==> src/rtl/ifetch_buf.sv <==
// ifetch_buf: instruction-fetch stage with a prefetch queue.
//
// Owns the fetch PC and issues sequential reads to a synchronous instruction ROM with a
// 1-cycle read latency. Returned words and their addresses are buffered in a DEPTH-entry
// FIFO that decode drains under stall_i. A redirect flushes the FIFO and discards the
// in-flight ROM response.
//
// Ports:
//   clk, rst        clock and synchronous active-high reset
//   jump_en_i       redirect request; jump_addr_i is the target
//   stall_i         decode cannot accept; holds the FIFO head
//   rom_inst_i      ROM data, valid the cycle after a read is issued
//   if2rom_ce_o     ROM read enable (one read per high cycle)
//   if2rom_addr_o   ROM read address (fetch PC)
//   inst_valid_o    FIFO head valid
//   inst_o          FIFO head instruction (0 when empty)
//   inst_addr_o     FIFO head address (0 when empty)
module ifetch_buf #(
  parameter int unsigned       ADDR_W   = 32,
  parameter int unsigned       INST_W   = 32,
  parameter int unsigned       DEPTH    = 4,
  parameter int unsigned       PC_STEP  = 4,
  parameter logic [ADDR_W-1:0] RESET_PC = '0
) (
  input  logic              clk,
  input  logic              rst,
  input  logic              jump_en_i,
  input  logic [ADDR_W-1:0] jump_addr_i,
  input  logic              stall_i,
  input  logic [INST_W-1:0] rom_inst_i,
  output logic              if2rom_ce_o,
  output logic [ADDR_W-1:0] if2rom_addr_o,
  output logic              inst_valid_o,
  output logic [INST_W-1:0] inst_o,
  output logic [ADDR_W-1:0] inst_addr_o
);

  localparam int unsigned PtrW = (DEPTH > 1) ? $clog2(DEPTH) : 1;
  localparam int unsigned CntW = PtrW + 1;
  // One extra bit so count + req_q cannot overflow before the compare.
  localparam int unsigned OccW = CntW + 1;

  typedef logic [PtrW-1:0] ptr_t;
  typedef logic [CntW-1:0] cnt_t;
  typedef logic [OccW-1:0] occ_t;

  logic [ADDR_W-1:0] pc_q, pc_d;
  logic              req_q, req_d;
  logic [ADDR_W-1:0] req_addr_q, req_addr_d;
  logic              drop_q, drop_d;
  ptr_t              wr_ptr_q, wr_ptr_d;
  ptr_t              rd_ptr_q, rd_ptr_d;
  cnt_t              count_q, count_d;

  logic [ADDR_W-1:0] addr_mem_q [DEPTH];
  logic [INST_W-1:0] inst_mem_q [DEPTH];

  logic pop;
  logic push;
  logic issue;
  occ_t occ;

  always_comb begin
    inst_valid_o = (count_q != '0);
    pop          = inst_valid_o & ~stall_i & ~jump_en_i;
    // A response is only kept if it was not issued before a redirect.
    push         = req_q & ~drop_q & ~jump_en_i;
    // Occupancy after this cycle's pop, counting the read still in flight. Using the pop
    // here lets fetch resume in the same cycle a held stall is released.
    occ          = occ_t'(count_q) + occ_t'(req_q) - occ_t'(pop);
    issue        = ~rst & ~jump_en_i & (occ < occ_t'(DEPTH));
  end

  assign if2rom_ce_o   = issue;
  assign if2rom_addr_o = pc_q;
  assign inst_o        = inst_valid_o ? inst_mem_q[rd_ptr_q] : '0;
  assign inst_addr_o   = inst_valid_o ? addr_mem_q[rd_ptr_q] : '0;

  always_comb begin
    pc_d       = pc_q;
    req_d      = issue;
    req_addr_d = req_addr_q;
    drop_d     = 1'b0;
    wr_ptr_d   = wr_ptr_q;
    rd_ptr_d   = rd_ptr_q;
    count_d    = count_q;

    if (jump_en_i) begin
      pc_d     = jump_addr_i;
      drop_d   = req_q;
      wr_ptr_d = '0;
      rd_ptr_d = '0;
      count_d  = '0;
    end else begin
      if (issue) begin
        req_addr_d = pc_q;
        pc_d       = pc_q + ADDR_W'(PC_STEP);
      end
      if (push) begin
        wr_ptr_d = wr_ptr_q + ptr_t'(1);
      end
      if (pop) begin
        rd_ptr_d = rd_ptr_q + ptr_t'(1);
      end
      count_d = count_q + cnt_t'(push) - cnt_t'(pop);
    end
  end

  always_ff @(posedge clk) begin
    if (rst) begin
      pc_q       <= RESET_PC;
      req_q      <= 1'b0;
      req_addr_q <= '0;
      drop_q     <= 1'b0;
      wr_ptr_q   <= '0;
      rd_ptr_q   <= '0;
      count_q    <= '0;
    end else begin
      pc_q       <= pc_d;
      req_q      <= req_d;
      req_addr_q <= req_addr_d;
      drop_q     <= drop_d;
      wr_ptr_q   <= wr_ptr_d;
      rd_ptr_q   <= rd_ptr_d;
      count_q    <= count_d;
    end
  end

  // Storage needs no reset: count_q gates every read of it.
  always_ff @(posedge clk) begin
    if (push) begin
      addr_mem_q[wr_ptr_q] <= req_addr_q;
      inst_mem_q[wr_ptr_q] <= rom_inst_i;
    end
  end

endmodule

==> config.mk <==
export PLATFORM = sky130hd
export DESIGN_NAME = ifetch_buf
export DESIGN_NICKNAME = d
export VERILOG_FILES = /design/src/rtl/ifetch_buf.sv
export SDC_FILE = /design/constraint.sdc
export NUM_CORES = 1
export LEC_CHECK = 0
export CAP_MARGIN = 15
export CORE_MARGIN = 4
export CORE_UTILIZATION = 35
export CTS_CLUSTER_SIZE = 28
export DETAILED_ROUTE_END_ITERATION = 10
export PLACE_DENSITY_LB_ADDON = 0.1
export SYNTH_ARGS = -nofsm -noshare
export SYNTH_HDL_FRONTEND = slang
export SYNTH_SLANG_ARGS = --single-unit
export TNS_END_PERCENT = 50
==> constraint.sdc <==
create_clock -name clk -period 9.2 [get_ports clk]
set_input_delay 1.38 -clock clk [delete_from_list [all_inputs] [get_ports clk]]
set_output_delay 1.38 -clock clk [all_outputs]
set_load 0.01 [all_outputs]
# --- Word-level counts from Yosys, hierarchy flattened ---
# Memory sizes are Yosys's and may differ from the RTL's. A register that Yosys moved wholly into a read port is not among the register bits.
# Index checks and enable logic that the tools add are counted.
# W data, S select, Z words.
classes:
  reduce_logical: 5
  muxes: 10
  magnitude_cmp: 1
  n_addsub: 7
  n_bitwise: 10
ops:
  columns: ["cell", "n"]
  rows:
  - ["$mux W32", 4]
  - ["$add A32 B3 Y32 const B", 1]
  - ["$mux W2", 4]
  - ["$and A1 B1 Y1", 6]
  - ["$add A2 B1 Y2 const B", 2]
  - ["$add A3 B1 Y4", 1]
  - ["$lt A4 B3 Y1 const B", 1]
  - ["$not A1 Y1", 4]
  - ["$reduce_or A2 Y1", 2]
  - ["$sub A4 B1 Y4", 1]
  - ["$add A3 B1 Y3", 1]
  - ["$reduce_bool A3 Y1", 1]
  - ["$sub A3 B1 Y3", 1]
  - ["$mux W1", 2]
  - ["$reduce_and A2 Y1", 1]
  - ["$reduce_bool A2 Y1", 1]
word_totals:
  n_memories: 2
  inputBits: 68
  out_inout_bits: 98
  ff_bits: 73
  elab_cells: 42
  mem_bits_rw: 256
mem_list:
  columns: ["memory", "depth", "width", "rd", "rd_ports_with_merged_regs", "wr", "line_no", "text"]
  rows:
  - ["addr_mem_q", 4, 32, 1, 1, 1, "55", "logic [ADDR_W-1:0] addr_mem_q [DEPTH];"]
  - ["inst_mem_q", 4, 32, 1, 1, 1, "56", "logic [INST_W-1:0] inst_mem_q [DEPTH];"]

# --- Longest topological paths before layout ---
# Gate-level depths: netlist (run 1).
depth:
  word_depth: 8
  depth_mapped: 10
  mapped_depth_nobuf: 9

# --- Worst setup path before layout (run 1) ---
# Ideal clock, no wire load.
synth_path:
  path_type: "input to output"
  start: "input jump_en_i"
  end: "output if2rom_ce_o"
  setup_slack_ps: 4357
  cell_stages: 8
  required_ps: 7820
  n_path_buf: 2
  t_arrival_ps: 3463
  path_cell_list: "buf_2 -> or4_1 -> ha_1 -> nor2_1 -> o31a_1 -> o21ai_2 -> a31oi_2 -> buf_4"
synth_via:
  elab_chain_cells: 5
  word_cells_on_any_way: 6
  cone_classes: "add/sub: 1; order compare: 1; bitwise: 4"
synth_rtl:
  columns: ["element", "line_no", "text"]
  rows:
  - ["from (decl)", "27", "input logic jump_en_i,"]
  - ["$not A1 Y1 (no source line) (*)", null, null]
  - ["$and A1 B1 Y1", "65", "pop = inst_valid_o & ~stall_i & ~jump_en_i;"]
  - ["$sub A4 B1 Y4", "70", "occ = occ_t'(count_q) + occ_t'(req_q) - occ_t'(pop);"]
  - ["$lt A4 B3 Y1", "71", "issue = ~rst & ~jump_en_i & (occ < occ_t'(DEPTH));"]
  - ["$and A1 B1 Y1 (*)", "71", null]
  - ["to (decl)", "31", "output logic if2rom_ce_o,"]
# Mark *: on every way between the ends. The rest lies on a longest branch, timed or not.

# --- Final worst setup path (run 1) ---
layout_path:
  start: "input stall_i"
  end: "output if2rom_ce_o"
layout_via:
  elab_chain_cells: 6
layout_rtl:
  columns: ["element", "line_no", "text"]
  rows:
  - ["from (decl)", "29", "input logic stall_i,"]
  - ["$not A1 Y1", "65", null]
  - ["$and A1 B1 Y1 (2 in series)", "65", null]
  - ["$sub A4 B1 Y4", "70", null]
  - ["$lt A4 B3 Y1", "71", null]
  - ["$and A1 B1 Y1", "71", null]
# No other way between the ends.

==> metrics.txt, run 1 <==
# TYPE chip_impl_metric gauge
chip_impl_info{name="run_status",value="finished, final reports clean"} 1
chip_impl_metric{name="synthDominantCellAreaShare",unit="%"} 57.7
chip_impl_metric{name="dr.first_iter.drc_count",unit=""} 318
chip_impl_metric{name="finish.net_count",unit=""} 1063
chip_impl_metric{name="grt_util_all_layers",unit="%"} 15.6
chip_impl_info{name="min-delay-start",value="req_addr_q[31]"} 1
chip_impl_info{name="timing.hold.worst.class",value="register to register"} 1
chip_impl_metric{name="timing.max_cap.violations",unit=""} 0
chip_impl_metric{name="placement.io_buffers",unit=""} 165
chip_impl_metric{name="share_comb_of_total_power",unit="%"} 4.9
chip_impl_metric{name="placeableCoreArea",unit="um^2"} 37600
chip_impl_metric{name="floorplan.die.width",unit="um"} 203
chip_impl_metric{name="yosysSeqAreaShare",unit="%"} 69.0
chip_impl_metric{name="finish.instance_area",unit="um^2"} 16800
chip_impl_metric{name="final.setup_skew",unit="ns"} 0.0118
chip_impl_metric{name="cp.required",unit="ns"} 7.82
chip_impl_metric{name="layout-area-overhead-vs-synth",unit="%"} 25.8
chip_impl_metric{name="worst-path-max-fanout",unit=""} 14
chip_impl_metric{name="async_reset_ff_share",unit="%"} 0
chip_impl_metric{name="synthesis.area_per_instance",unit="um^2"} 16.3
chip_impl_metric{name="num_rows",unit=""} 71
chip_impl_metric{name="yosys_register_bits",unit=""} 331
chip_impl_metric{name="io-pin-count",unit=""} 166
chip_impl_metric{name="power-per-cell-area",unit="nW/um^2"} 196
chip_impl_metric{name="max-vdd-ir-drop",unit="mV"} 0.102
chip_impl_metric{name="fillers",unit=""} 3381
chip_impl_metric{name="slew_violations",unit=""} 0
chip_impl_info{name="criticalPathCategory",value="input pin to output port"} 1
chip_impl_metric{name="preCtsSetupSlack",unit="ns"} 3.14
chip_impl_metric{name="gr-total-overflow",unit=""} 0
chip_impl_info{name="grt_setup_unrepaired",value="false"} 1
chip_impl_metric{name="first_pass_grt_wire_length",unit="mm"} 49.4
chip_impl_metric{name="hold_buffers",unit=""} 0
chip_impl_metric{name="first_global_vias",unit=""} 8021
chip_impl_metric{name="yosysUniqueCellTypes",unit=""} 58
chip_impl_metric{name="ant_nets",unit=""} 0
chip_impl_info{name="cts_tree",value="done"} 1
chip_impl_metric{name="dp_hpwl",unit="mm"} 19.7
chip_impl_info{name="yosys_most_used_dff",value="sky130_fd_sc_hd__edfxtp_1"} 1
chip_impl_info{name="timing.critical_path.to_type",value="output port"} 1
chip_impl_info{name="startpoint_type",value="input pin"} 1
chip_impl_info{name="cts_root_buf",value="sky130_fd_sc_hd__clkbuf_16"} 1
chip_impl_metric{name="cts_post_setup_buffers_inserted",unit=""} 0
chip_impl_metric{name="netlist_area",unit="um^2"} 13300
chip_impl_metric{name="total_switching_power",unit="mW"} 0.688
chip_impl_metric{name="antenna_found_initial",unit=""} 0
chip_impl_metric{name="maxSlewHeadroom",unit="%"} 35.7
chip_impl_metric{name="max_clock_freq",unit="GHz"} 0.165
chip_impl_metric{name="routed_wirelength",unit="mm"} 32.0
chip_impl_metric{name="antenna-diode-count",unit=""} 0
chip_impl_metric{name="final_tns_setup",unit="ns"} 0
chip_impl_metric{name="clock_power_share",unit="%"} 44.4
chip_impl_metric{name="initial_utilization",unit="%"} 35.5
chip_impl_metric{name="final-hold-violation-count",unit=""} 0
chip_impl_metric{name="wl_per_cell",unit="um"} 20.9
chip_impl_info{name="rr_startpoint",value="count_q[1]"} 1
chip_impl_metric{name="detail_route.first_pass.iterations",unit=""} 4
chip_impl_metric{name="cts-htree-levels",unit=""} 2
chip_impl_metric{name="die_area",unit="um^2"} 41200
chip_impl_metric{name="drc",unit=""} 0
chip_impl_metric{name="synthesis.instances",unit=""} 816
chip_impl_info{name="setup.worst_path.start",value="stall_i"} 1
chip_impl_metric{name="minimum_clock_period",unit="ns"} 6.07
chip_impl_metric{name="sequentialPowerShare",unit="%"} 50.7
chip_impl_metric{name="internal_power_component",unit="mW"} 2.59
chip_impl_metric{name="vias_per_cell",unit=""} 4.98
chip_impl_metric{name="die_h",unit="um"} 203
chip_impl_metric{name="cts_buffer_depth",unit=""} 3
chip_impl_metric{name="layout_worst_path_cycle_share",unit="%"} 66.0
chip_impl_metric{name="cts_resized",unit=""} 0
chip_impl_metric{name="setup_viol",unit=""} 0
chip_impl_metric{name="synth_edf_count",unit=""} 256
chip_impl_metric{name="largest_net_degree_at_the_start_of_global_routing",unit=""} 67
chip_impl_metric{name="finalWeightedCongestion",unit=""} 0.805
chip_impl_metric{name="worst_setup_hold_path_clk_slew",unit="ns"} 0.06
chip_impl_metric{name="numClockSinks",unit=""} 331
chip_impl_metric{name="max_slew.worst_pin.slew",unit="ns"} 0.965
chip_impl_metric{name="switching_share",unit="%"} 21.0
chip_impl_metric{name="power.leakage",unit="nW"} 5.52
chip_impl_metric{name="synthesis.yosys.warnings",unit=""} 0
chip_impl_metric{name="synth_nets",unit=""} 893
chip_impl_metric{name="vias",unit=""} 7605
chip_impl_info{name="yosysTopAreaCell",value="sky130_fd_sc_hd__edfxtp_1"} 1
chip_impl_metric{name="timing.final.ws_setup",unit="ns"} 3.13
chip_impl_metric{name="clkLatencyLatePin",unit="ns"} 0.52
chip_impl_metric{name="post_dp_cell_area",unit="um^2"} 15500
chip_impl_metric{name="share_of_post_route_cells_with_drive_strength_above_1",unit="%"} 15.4
chip_impl_metric{name="cp.arrival",unit="ns"} 4.69
chip_impl_info{name="yosys-top-cells-area",value="sky130_fd_sc_hd__edfxtp_1 58%, sky130_fd_sc_hd__dfxtp_1 11%, sky130_fd_sc_hd__mux4_2 11%"} 1
chip_impl_metric{name="cts-buffers-inserted",unit=""} 38
## power groups by stage
stage          combinational [mW]  sequential, mW  clock, mW
6_report                    0.160            1.66       1.46
5_1_grt                     0.175            1.66       1.57
4_1_cts                     0.164            1.66       1.51
3_5_place_dp                0.163            1.69          0
3_3_place_gp                0.163            1.69          0
2_1_floorplan              0.0693            1.69          0
## critical path: stages
cell	delay (ns)
sky130_fd_sc_hd__clkdlybuf4s50_1	0.57
sky130_fd_sc_hd__or4_1	0.56
sky130_fd_sc_hd__ha_1	0.36
sky130_fd_sc_hd__a31o_4	0.22
sky130_fd_sc_hd__nand4_1	0.55
sky130_fd_sc_hd__a31oi_4	0.46
sky130_fd_sc_hd__clkdlybuf4s50_1	0.58
## metal layers
layer	GRT usage [%]	routed length (um)
met4	3.97	585
met2	25.9	15600
met3	3.13	1420
met1	21.1	14400
met5	0	0
## logic make-up (layout without fill, tap and decap cells)
logic type | count (synthesis) | count (layout) | synth area share (%)
buf+inv | 62 | 262 | 1.85
compound gates | 77 | 77 | 5.02
xor+xnor | 16 | 16 | 1.05
simple gates | 223 | 223 | 8.84
fa+ha+maj | 9 | 9 | 0.902
flops | 331 | 331 | 69.0
mux | 98 | 98 | 13.4
## final cells by class
type	count	area (um^2)	share of cell area (%)
Sequential cell	331	9200	54.9
Multi-Input combinational cell	423	3920	23.4
Timing Repair Buffer	176	1730	10.3
Clock buffer	52	1070	6.39
Tap cell	511	639	3.81
Clock inverter	18	149	0.888
Inverter	16	60.1	0.358
## cells in the final DEF (no fill, tap or decap), types with 11 or more instances in the layout
master / synthesis / final
sky130_fd_sc_hd__clkdlybuf4s50_1: 0 / 164
sky130_fd_sc_hd__nand3_1: 13 / 13
sky130_fd_sc_hd__mux2i_1: 34 / 34
sky130_fd_sc_hd__nor2_1: 81 / 81
sky130_fd_sc_hd__dfxtp_1: 75 / 73
sky130_fd_sc_hd__and2_1: 64 / 64
sky130_fd_sc_hd__a211oi_1: 14 / 14
sky130_fd_sc_hd__mux4_2: 64 / 64
sky130_fd_sc_hd__inv_1: 16 / 15
sky130_fd_sc_hd__a311oi_1: 17 / 17
sky130_fd_sc_hd__edfxtp_1: 256 / 256
sky130_fd_sc_hd__buf_4: 3 / 11
sky130_fd_sc_hd__clkinv_2: 0 / 11
sky130_fd_sc_hd__nand4_1: 13 / 13
sky130_fd_sc_hd__nand2_1: 14 / 14
sky130_fd_sc_hd__xnor2_1: 12 / 12
sky130_fd_sc_hd__clkbuf_16: 0 / 41
## Yosys cell counts (all sizes together), types with 2 or more instances
| cell | count |
|---|---|
| and2 | 64 |
| o41ai | 2 |
| o311ai | 4 |
| and3 | 7 |
| a31o | 2 |
| buf | 13 |
| inv | 16 |
| edfxtp | 256 |
| mux2i | 34 |
| nand3 | 13 |
| clkbuf | 33 |
| nor2 | 81 |
| a21boi | 2 |
| dfxtp | 75 |
| mux4 | 64 |
| a2111oi | 3 |
| ha | 8 |
| xnor2 | 12 |
| or3 | 4 |
| nand2 | 14 |
| or4 | 6 |
| or3b | 3 |
| a31oi | 10 |
| a211oi | 14 |
| and4 | 5 |
| xor2 | 4 |
| a311oi | 18 |
| nand4 | 13 |
| a21oi | 3 |
| nor3 | 6 |
| o21ai | 6 |
| o31ai | 7 |
## per-stage QoR
step                      instances  utilization (%)  hold WS [ns]  power [mW]
after floorplan                 816                -         0.459        1.76
after global placement         1457             41.4         0.492        1.86
after detailed placement       1457             41.4         0.498        1.86
after CTS                      1527             44.6         0.513        3.33
after global routing           1527             44.6         0.524        3.41
final                          1527             44.6         0.511        3.28
## sequential cells by signal (all words and copies together), names as in the netlist, named ones only
register       count
req_q              1
req_addr_q        32
addr_mem_q       128
rd_ptr_q           2
if2rom_addr_o     32
inst_mem_q       128
drop_q             1
wr_ptr_q           2
count_q            3
## worst paths after layout
kind                  endpoint  slack [ns]  depth (start not counted)
min reg2reg  addr_mem_q[1][31]        0.51                          0
min          addr_mem_q[1][31]        0.51                          0
max reg2reg     req_addr_q[16]        5.59                          9
max                if2rom_ce_o        3.13                          7
Power figures use the tool's default switching activity.
==> run 2, diff against run 1 <==
clock period = 5.6 ns   (was 9.2 ns; I/O delays follow)
==> run 2 against run 1 <==
  * Register-to-register slack got worse by 3.4 ns
  * Wire length barely moved
  * Utilization is 0.20 points higher
  * Sequential share of layout area shrank 0.25 points
  * Cell count grew 0.13%
  * Design area rose by 0.46%
  * Sequential cell count did not move
  * Combinational power is 67% higher
  * Sequential power increased by 64%
  * Hold slack gained 0.0061 ns
  * Clock power up 69%
  * Critical path type unchanged
==> metrics.txt, run 2 (synthesis results as in run 1) <==
# TYPE chip_impl_metric gauge
chip_impl_metric{name="finish.instance_area",unit="um^2"} 16800
chip_impl_metric{name="cts_post_setup_buffers_inserted",unit=""} 0
chip_impl_metric{name="antenna_found_initial",unit=""} 0
chip_impl_metric{name="power-per-cell-area",unit="nW/um^2"} 325
chip_impl_metric{name="gr-total-overflow",unit=""} 0
chip_impl_metric{name="timing.max_cap.violations",unit=""} 0
chip_impl_metric{name="worst_setup_hold_path_clk_slew",unit="ns"} 0.06
chip_impl_metric{name="multi_input_comb_area",unit="um^2"} 3920
chip_impl_metric{name="timing.hold.ws",unit="ns"} 0.517
chip_impl_metric{name="cts_resized",unit=""} 0
chip_impl_info{name="layout_commonest_cell",value="sky130_fd_sc_hd__edfxtp_1"} 1
chip_impl_metric{name="cp.required",unit="ns"} 4.76
chip_impl_metric{name="timing.reg2reg.setup_slack",unit="ns"} 2.21
chip_impl_metric{name="slowest_delay",unit="ns"} 0.58
chip_impl_metric{name="largest_net_degree_at_the_start_of_global_routing",unit=""} 66
chip_impl_metric{name="fillers",unit=""} 3326
chip_impl_metric{name="share_of_post_route_cells_with_drive_strength_above_1",unit="%"} 14.8
chip_impl_info{name="startpoint_type",value="input pin"} 1
chip_impl_metric{name="max_slew.worst_pin.slew",unit="ns"} 1.06
chip_impl_metric{name="die_area",unit="um^2"} 41200
chip_impl_metric{name="max_clock_freq",unit="GHz"} 0.211
chip_impl_metric{name="power.leakage",unit="nW"} 5.55
chip_impl_metric{name="placeableCoreArea",unit="um^2"} 37600
chip_impl_metric{name="finish.net_count",unit=""} 1066
chip_impl_metric{name="setup_viol",unit=""} 0
chip_impl_info{name="worstPathCellList",value="clkdlybuf4s50_1, or4_1, ha_1, nor2_1, o31a_1, o21ai_2, a31oi_4, clkdlybuf4s50_1"} 1
chip_impl_metric{name="worst-path-max-fanout",unit=""} 14
chip_impl_metric{name="die_h",unit="um"} 203
chip_impl_metric{name="cts-htree-levels",unit=""} 2
chip_impl_metric{name="cts_buffer_depth",unit=""} 3
chip_impl_metric{name="detail_route.first_pass.iterations",unit=""} 5
chip_impl_info{name="cts_root_buf",value="sky130_fd_sc_hd__clkbuf_16"} 1
chip_impl_metric{name="floorplan.die.width",unit="um"} 203
chip_impl_metric{name="vias_per_cell",unit=""} 4.98
chip_impl_info{name="cts_tree",value="done"} 1
chip_impl_metric{name="hold_buffers",unit=""} 0
chip_impl_metric{name="drc",unit=""} 0
chip_impl_info{name="crit_path_top_delay_cell",value="sky130_fd_sc_hd__clkdlybuf4s50_1"} 1
chip_impl_metric{name="wl_per_cell",unit="um"} 20.9
chip_impl_info{name="largestRegisters",value="addr_mem_q (128), inst_mem_q (128)"} 1
chip_impl_metric{name="dp_hpwl",unit="mm"} 19.7
chip_impl_metric{name="seq_cell_area",unit="um^2"} 9200
chip_impl_info{name="min-delay-start",value="req_addr_q[30]"} 1
chip_impl_metric{name="max-vdd-ir-drop",unit="mV"} 0.190
chip_impl_metric{name="clkLatencyLatePin",unit="ns"} 0.51
chip_impl_metric{name="final.setup_skew",unit="ns"} 0.0180
chip_impl_metric{name="numClockSinks",unit=""} 331
chip_impl_metric{name="grt_util_all_layers",unit="%"} 15.3
chip_impl_metric{name="finish.utilization",unit="%"} 44.8
chip_impl_metric{name="slew_violations",unit=""} 0
chip_impl_info{name="criticalPathCategory",value="input pin to output port"} 1
chip_impl_info{name="run_status",value="finished, final reports clean"} 1
chip_impl_metric{name="first_pass_grt_wire_length",unit="mm"} 48.8
chip_impl_metric{name="io-pin-count",unit=""} 166
chip_impl_info{name="grt_setup_unrepaired",value="false"} 1
chip_impl_metric{name="vias",unit=""} 7615
chip_impl_metric{name="initial_utilization",unit="%"} 35.5
chip_impl_info{name="timing.critical_path.to_type",value="output port"} 1
chip_impl_info{name="critical-path-top-cell-by-count",value="sky130_fd_sc_hd__clkdlybuf4s50_1"} 1
chip_impl_metric{name="final_tns_setup",unit="ns"} 0
chip_impl_metric{name="final-hold-violation-count",unit=""} 0
chip_impl_metric{name="routed_wirelength",unit="mm"} 32.0
chip_impl_metric{name="ant_nets",unit=""} 0
chip_impl_metric{name="minimum_clock_period",unit="ns"} 4.75
chip_impl_info{name="setup.worst_path.start",value="stall_i"} 1
chip_impl_metric{name="maxSlewHeadroom",unit="%"} 29.4
chip_impl_metric{name="antenna-diode-count",unit=""} 0
chip_impl_metric{name="finalWeightedCongestion",unit=""} 0.822
chip_impl_info{name="layout_common_cells",value="256 x sky130_fd_sc_hd__edfxtp_1, 164 x sky130_fd_sc_hd__clkdlybuf4s50_1, 81 x sky130_fd_sc_hd__nor2_1"} 1
chip_impl_metric{name="num_rows",unit=""} 71
chip_impl_metric{name="placement.io_buffers",unit=""} 165
chip_impl_info{name="rr_startpoint",value="count_q[1]"} 1
chip_impl_metric{name="timing.final.ws_setup",unit="ns"} 0.850
chip_impl_metric{name="layout-area-overhead-vs-synth",unit="%"} 26.4
chip_impl_metric{name="dr.first_iter.drc_count",unit=""} 382
chip_impl_metric{name="first_global_vias",unit=""} 7956
chip_impl_metric{name="cp.arrival",unit="ns"} 3.91
chip_impl_metric{name="post_dp_cell_area",unit="um^2"} 15600
chip_impl_metric{name="cts-buffers-inserted",unit=""} 37
chip_impl_metric{name="layout_worst_path_cycle_share",unit="%"} 84.8
chip_impl_info{name="timing.hold.worst.class",value="register to register"} 1
chip_impl_metric{name="preCtsSetupSlack",unit="ns"} 0.854
[run 2: changes by cell type in the layout (fill, tap and decap cells not counted), moves of 2 or more]
cell / previous run / this run
sky130_fd_sc_hd__bufinv_16: 2 / 5
sky130_fd_sc_hd__clkinv_1: 1 / 4
sky130_fd_sc_hd__clkbuf_8: 0 / 3
sky130_fd_sc_hd__clkbuf_16: 41 / 39
sky130_fd_sc_hd__clkbuf_1: 10 / 14
sky130_fd_sc_hd__clkinv_2: 11 / 2
sky130_fd_sc_hd__buf_4: 11 / 14
sky130_fd_sc_hd__clkinvlp_4: 2 / 0
[run 2: cell type report]
class	count	area share (%)
Timing Repair Buffer	180	10.5
Tap cell	511	3.80
Sequential cell	331	54.6
Clock buffer	56	6.35
Clock inverter	12	1.09
Multi-Input combinational cell	423	23.3
Inverter	16	0.357
[run 2: path summary, 6_finish.rpt]
kind / endpoint / cells after the start
worst max-delay path: if2rom_ce_o / 8
worst min-delay path: addr_mem_q[3][30] / 0
worst max register to register: req_addr_q[28] / 10
worst min register to register: addr_mem_q[3][30] / 0
[run 2: where the power goes]
group / total, mW / internal, mW / switching [mW]
registers: 2.73 / 2.68 / 0.0490
clock network: 2.47 / 1.55 / 0.923
logic: 0.267 / 0.139 / 0.128
total: 5.47 / 4.37 / 1.10
[run 2: layer usage]
layer	GRT usage, %	vias up	routed length [um]
met2	25.3	204	15500
met5	0	-	0
li1	-	3548	-
met3	3.03	36	1630
met1	21.2	3827	14400
met4	3.11	0	445
[run 2: critical path: cells and delay by family]
kind,cells,cell delay [ns]
simple gates,2,0.80
compound gates,3,0.86
buf+inv,2,1.14
fa+ha+maj,1,0.25
[run 2: metrics by stage]
stage                     cells  power, mW
final                      1529       5.47
after global routing       1529       5.67
after CTS                  1529       5.55
after global placement     1461       3.05
after detailed placement   1461       3.05
after floorplan             816       2.88
==> run 3, diff against run 2 <==
clock period = 4.45 ns   (was 5.6 ns; I/O delays follow)
==> run 3 against run 2 <==
  * Worst setup slack worse by 0.45 ns
  * First-iteration DRC count is 20% higher
  * Largest power group unchanged
  * Die area stayed put
  * Critical path depth is the same
==> metrics.txt, run 3 (synthesis results as in run 1) <==
# TYPE chip_impl_metric gauge
chip_impl_info{name="rr_startpoint",value="count_q[1]"} 1
chip_impl_metric{name="power.leakage",unit="nW"} 5.58
chip_impl_metric{name="cts_resized",unit=""} 0
chip_impl_metric{name="timing.reg2reg.setup_slack",unit="ns"} 1.17
chip_impl_metric{name="hold_buffers",unit=""} 0
chip_impl_metric{name="final-hold-violation-count",unit=""} 0
chip_impl_metric{name="layout-area-overhead-vs-synth",unit="%"} 26.9
chip_impl_info{name="layout_common_cells",value="256 x sky130_fd_sc_hd__edfxtp_1, 164 x sky130_fd_sc_hd__clkdlybuf4s50_1, 81 x sky130_fd_sc_hd__nor2_1"} 1
chip_impl_info{name="timing.critical_path.to_type",value="output port"} 1
chip_impl_metric{name="antenna_found_initial",unit=""} 0
chip_impl_metric{name="cp.required",unit="ns"} 3.78
chip_impl_metric{name="slew_violations",unit=""} 0
chip_impl_metric{name="worst-path-max-fanout",unit=""} 5
chip_impl_metric{name="cts-htree-levels",unit=""} 2
chip_impl_metric{name="seq_cell_area",unit="um^2"} 9200
chip_impl_metric{name="post_dp_cell_area",unit="um^2"} 15700
chip_impl_info{name="cts_tree",value="done"} 1
chip_impl_info{name="criticalPathCategory",value="input pin to output port"} 1
chip_impl_metric{name="vias",unit=""} 7735
chip_impl_metric{name="drc",unit=""} 0
chip_impl_metric{name="clkLatencyLatePin",unit="ns"} 0.52
chip_impl_metric{name="gr-total-overflow",unit=""} 0
chip_impl_metric{name="numClockSinks",unit=""} 331
chip_impl_metric{name="finish.utilization",unit="%"} 45.0
chip_impl_metric{name="cts-buffers-inserted",unit=""} 37
chip_impl_metric{name="share_of_post_route_cells_with_drive_strength_above_1",unit="%"} 15.9
chip_impl_metric{name="num_rows",unit=""} 71
chip_impl_metric{name="fillers",unit=""} 3346
chip_impl_metric{name="cts_buffer_depth",unit=""} 3
chip_impl_metric{name="worst_setup_hold_path_clk_slew",unit="ns"} 0.06
chip_impl_metric{name="timing.max_cap.violations",unit=""} 0
chip_impl_info{name="startpoint_type",value="input pin"} 1
chip_impl_metric{name="timing.final.ws_setup",unit="ns"} 0.403
chip_impl_metric{name="maxSlewHeadroom",unit="%"} 50.4
chip_impl_metric{name="layout_worst_path_cycle_share",unit="%"} 90.9
chip_impl_metric{name="die_area",unit="um^2"} 41200
chip_impl_metric{name="cts_post_setup_buffers_inserted",unit=""} 0
chip_impl_metric{name="dp_hpwl",unit="mm"} 20.3
chip_impl_metric{name="placement.io_buffers",unit=""} 165
chip_impl_metric{name="placeableCoreArea",unit="um^2"} 37600
chip_impl_metric{name="minimum_clock_period",unit="ns"} 4.05
chip_impl_metric{name="power-per-cell-area",unit="nW/um^2"} 405
chip_impl_metric{name="final.setup_skew",unit="ns"} 0.0204
chip_impl_metric{name="floorplan.die.width",unit="um"} 203
chip_impl_metric{name="die_h",unit="um"} 203
chip_impl_metric{name="multi_input_comb_area",unit="um^2"} 3920
chip_impl_metric{name="largest_net_degree_at_the_start_of_global_routing",unit=""} 66
chip_impl_metric{name="final_tns_setup",unit="ns"} 0
chip_impl_metric{name="finalWeightedCongestion",unit=""} 0.794
chip_impl_metric{name="dr.first_iter.drc_count",unit=""} 458
chip_impl_info{name="largestRegisters",value="addr_mem_q (128), inst_mem_q (128)"} 1
chip_impl_info{name="run_status",value="finished, final reports clean"} 1
chip_impl_metric{name="max_slew.worst_pin.slew",unit="ns"} 0.744
chip_impl_metric{name="wl_per_cell",unit="um"} 21.0
chip_impl_info{name="cts_root_buf",value="sky130_fd_sc_hd__clkbuf_16"} 1
chip_impl_metric{name="io-pin-count",unit=""} 166
chip_impl_metric{name="total_power_draw",unit="mW"} 6.85
chip_impl_metric{name="finish.instance_area",unit="um^2"} 16900
chip_impl_metric{name="setup_viol",unit=""} 0
chip_impl_metric{name="ant_nets",unit=""} 0
chip_impl_info{name="timing.hold.worst.class",value="register to register"} 1
chip_impl_metric{name="first_pass_grt_wire_length",unit="mm"} 49.5
chip_impl_metric{name="vias_per_cell",unit=""} 5.05
chip_impl_metric{name="reg2regPathDepth",unit=""} 10
chip_impl_metric{name="cp.arrival",unit="ns"} 3.38
chip_impl_metric{name="antenna-diode-count",unit=""} 0
chip_impl_metric{name="max_clock_freq",unit="GHz"} 0.247
chip_impl_info{name="grt_setup_unrepaired",value="false"} 1
chip_impl_info{name="setup.worst_path.start",value="stall_i"} 1
chip_impl_metric{name="detail_route.first_pass.iterations",unit=""} 5
chip_impl_metric{name="finish.net_count",unit=""} 1075
chip_impl_metric{name="initial_utilization",unit="%"} 35.5
chip_impl_metric{name="routed_wirelength",unit="mm"} 32.2
chip_impl_metric{name="max-vdd-ir-drop",unit="mV"} 0.243
chip_impl_metric{name="first_global_vias",unit=""} 8038
chip_impl_info{name="layout_commonest_cell",value="sky130_fd_sc_hd__edfxtp_1"} 1
chip_impl_metric{name="grt_util_all_layers",unit="%"} 15.6
chip_impl_metric{name="preCtsSetupSlack",unit="ns"} 0.399
chip_impl_info{name="regToRegEndpoint",value="if2rom_addr_o[28]"} 1
chip_impl_info{name="worst_setup_path_endpoint",value="if2rom_ce_o"} 1
[run 3: how the worst min path moves through the flow]
stage,start,endpoint,slack [ns],cells past startpoint
CTS,req_addr_q[14],addr_mem_q[1][14],0.51,0
finish,req_addr_q[14],addr_mem_q[1][14],0.51,0
global placement,req_addr_q[28],addr_mem_q[1][28],0.49,0
floorplan,req_addr_q[0],addr_mem_q[0][0],0.46,0
detailed placement,req_addr_q[14],addr_mem_q[1][14],0.50,0
global route,req_addr_q[14],addr_mem_q[1][14],0.52,0
[run 3: where the power goes]
group	internal [mW]	total, mW	switching [mW]
clock network	1.89	3.08	1.19
logic	0.177	0.339	0.162
registers	3.37	3.44	0.0637
total	5.44	6.85	1.41
[run 3: critical path, stage by stage]
cell and delay (ns):
sky130_fd_sc_hd__clkdlybuf4s50_1 0.43, sky130_fd_sc_hd__or4_1 0.52, sky130_fd_sc_hd__ha_1 0.26, sky130_fd_sc_hd__nor2_1 0.23, sky130_fd_sc_hd__o31a_1 0.30, sky130_fd_sc_hd__o21ai_2 0.12, sky130_fd_sc_hd__a31oi_4 0.26, sky130_fd_sc_hd__clkdlybuf4s50_1 0.59
[run 3: layer usage]
| metal | global-route usage, % | vias to the layer above | routed length [um] | part of all wire, % |
|---|---|---|---|---|
| met5 | 0 | - | 0 | 0 |
| li1 | - | 3567 | - | - |
| met1 | 21.9 | 3925 | 14800 | 46 |
| met3 | 2.92 | 42 | 1470 | 4.6 |
| met2 | 25.3 | 201 | 15400 | 48 |
| met4 | 3.83 | 0 | 569 | 1.8 |
[run 3: cell type report]
| class | count | share of cell area [%] |
|---|---|---|
| clock buffer | 47 | 5.95 |
| clock inverter | 16 | 1.30 |
| inverter | 16 | 0.355 |
| multi-input combinational | 423 | 23.2 |
| sequential | 331 | 54.4 |
| tap | 511 | 3.78 |
| timing repair buffer | 189 | 11.0 |
[run 3: per-stage QoR]
step                std cells  hold slack (ns)
floorplan                 816            0.459
global route             1533            0.522
detailed placement       1470            0.497
finish                   1533            0.509
CTS                      1533            0.511
global placement         1470            0.494
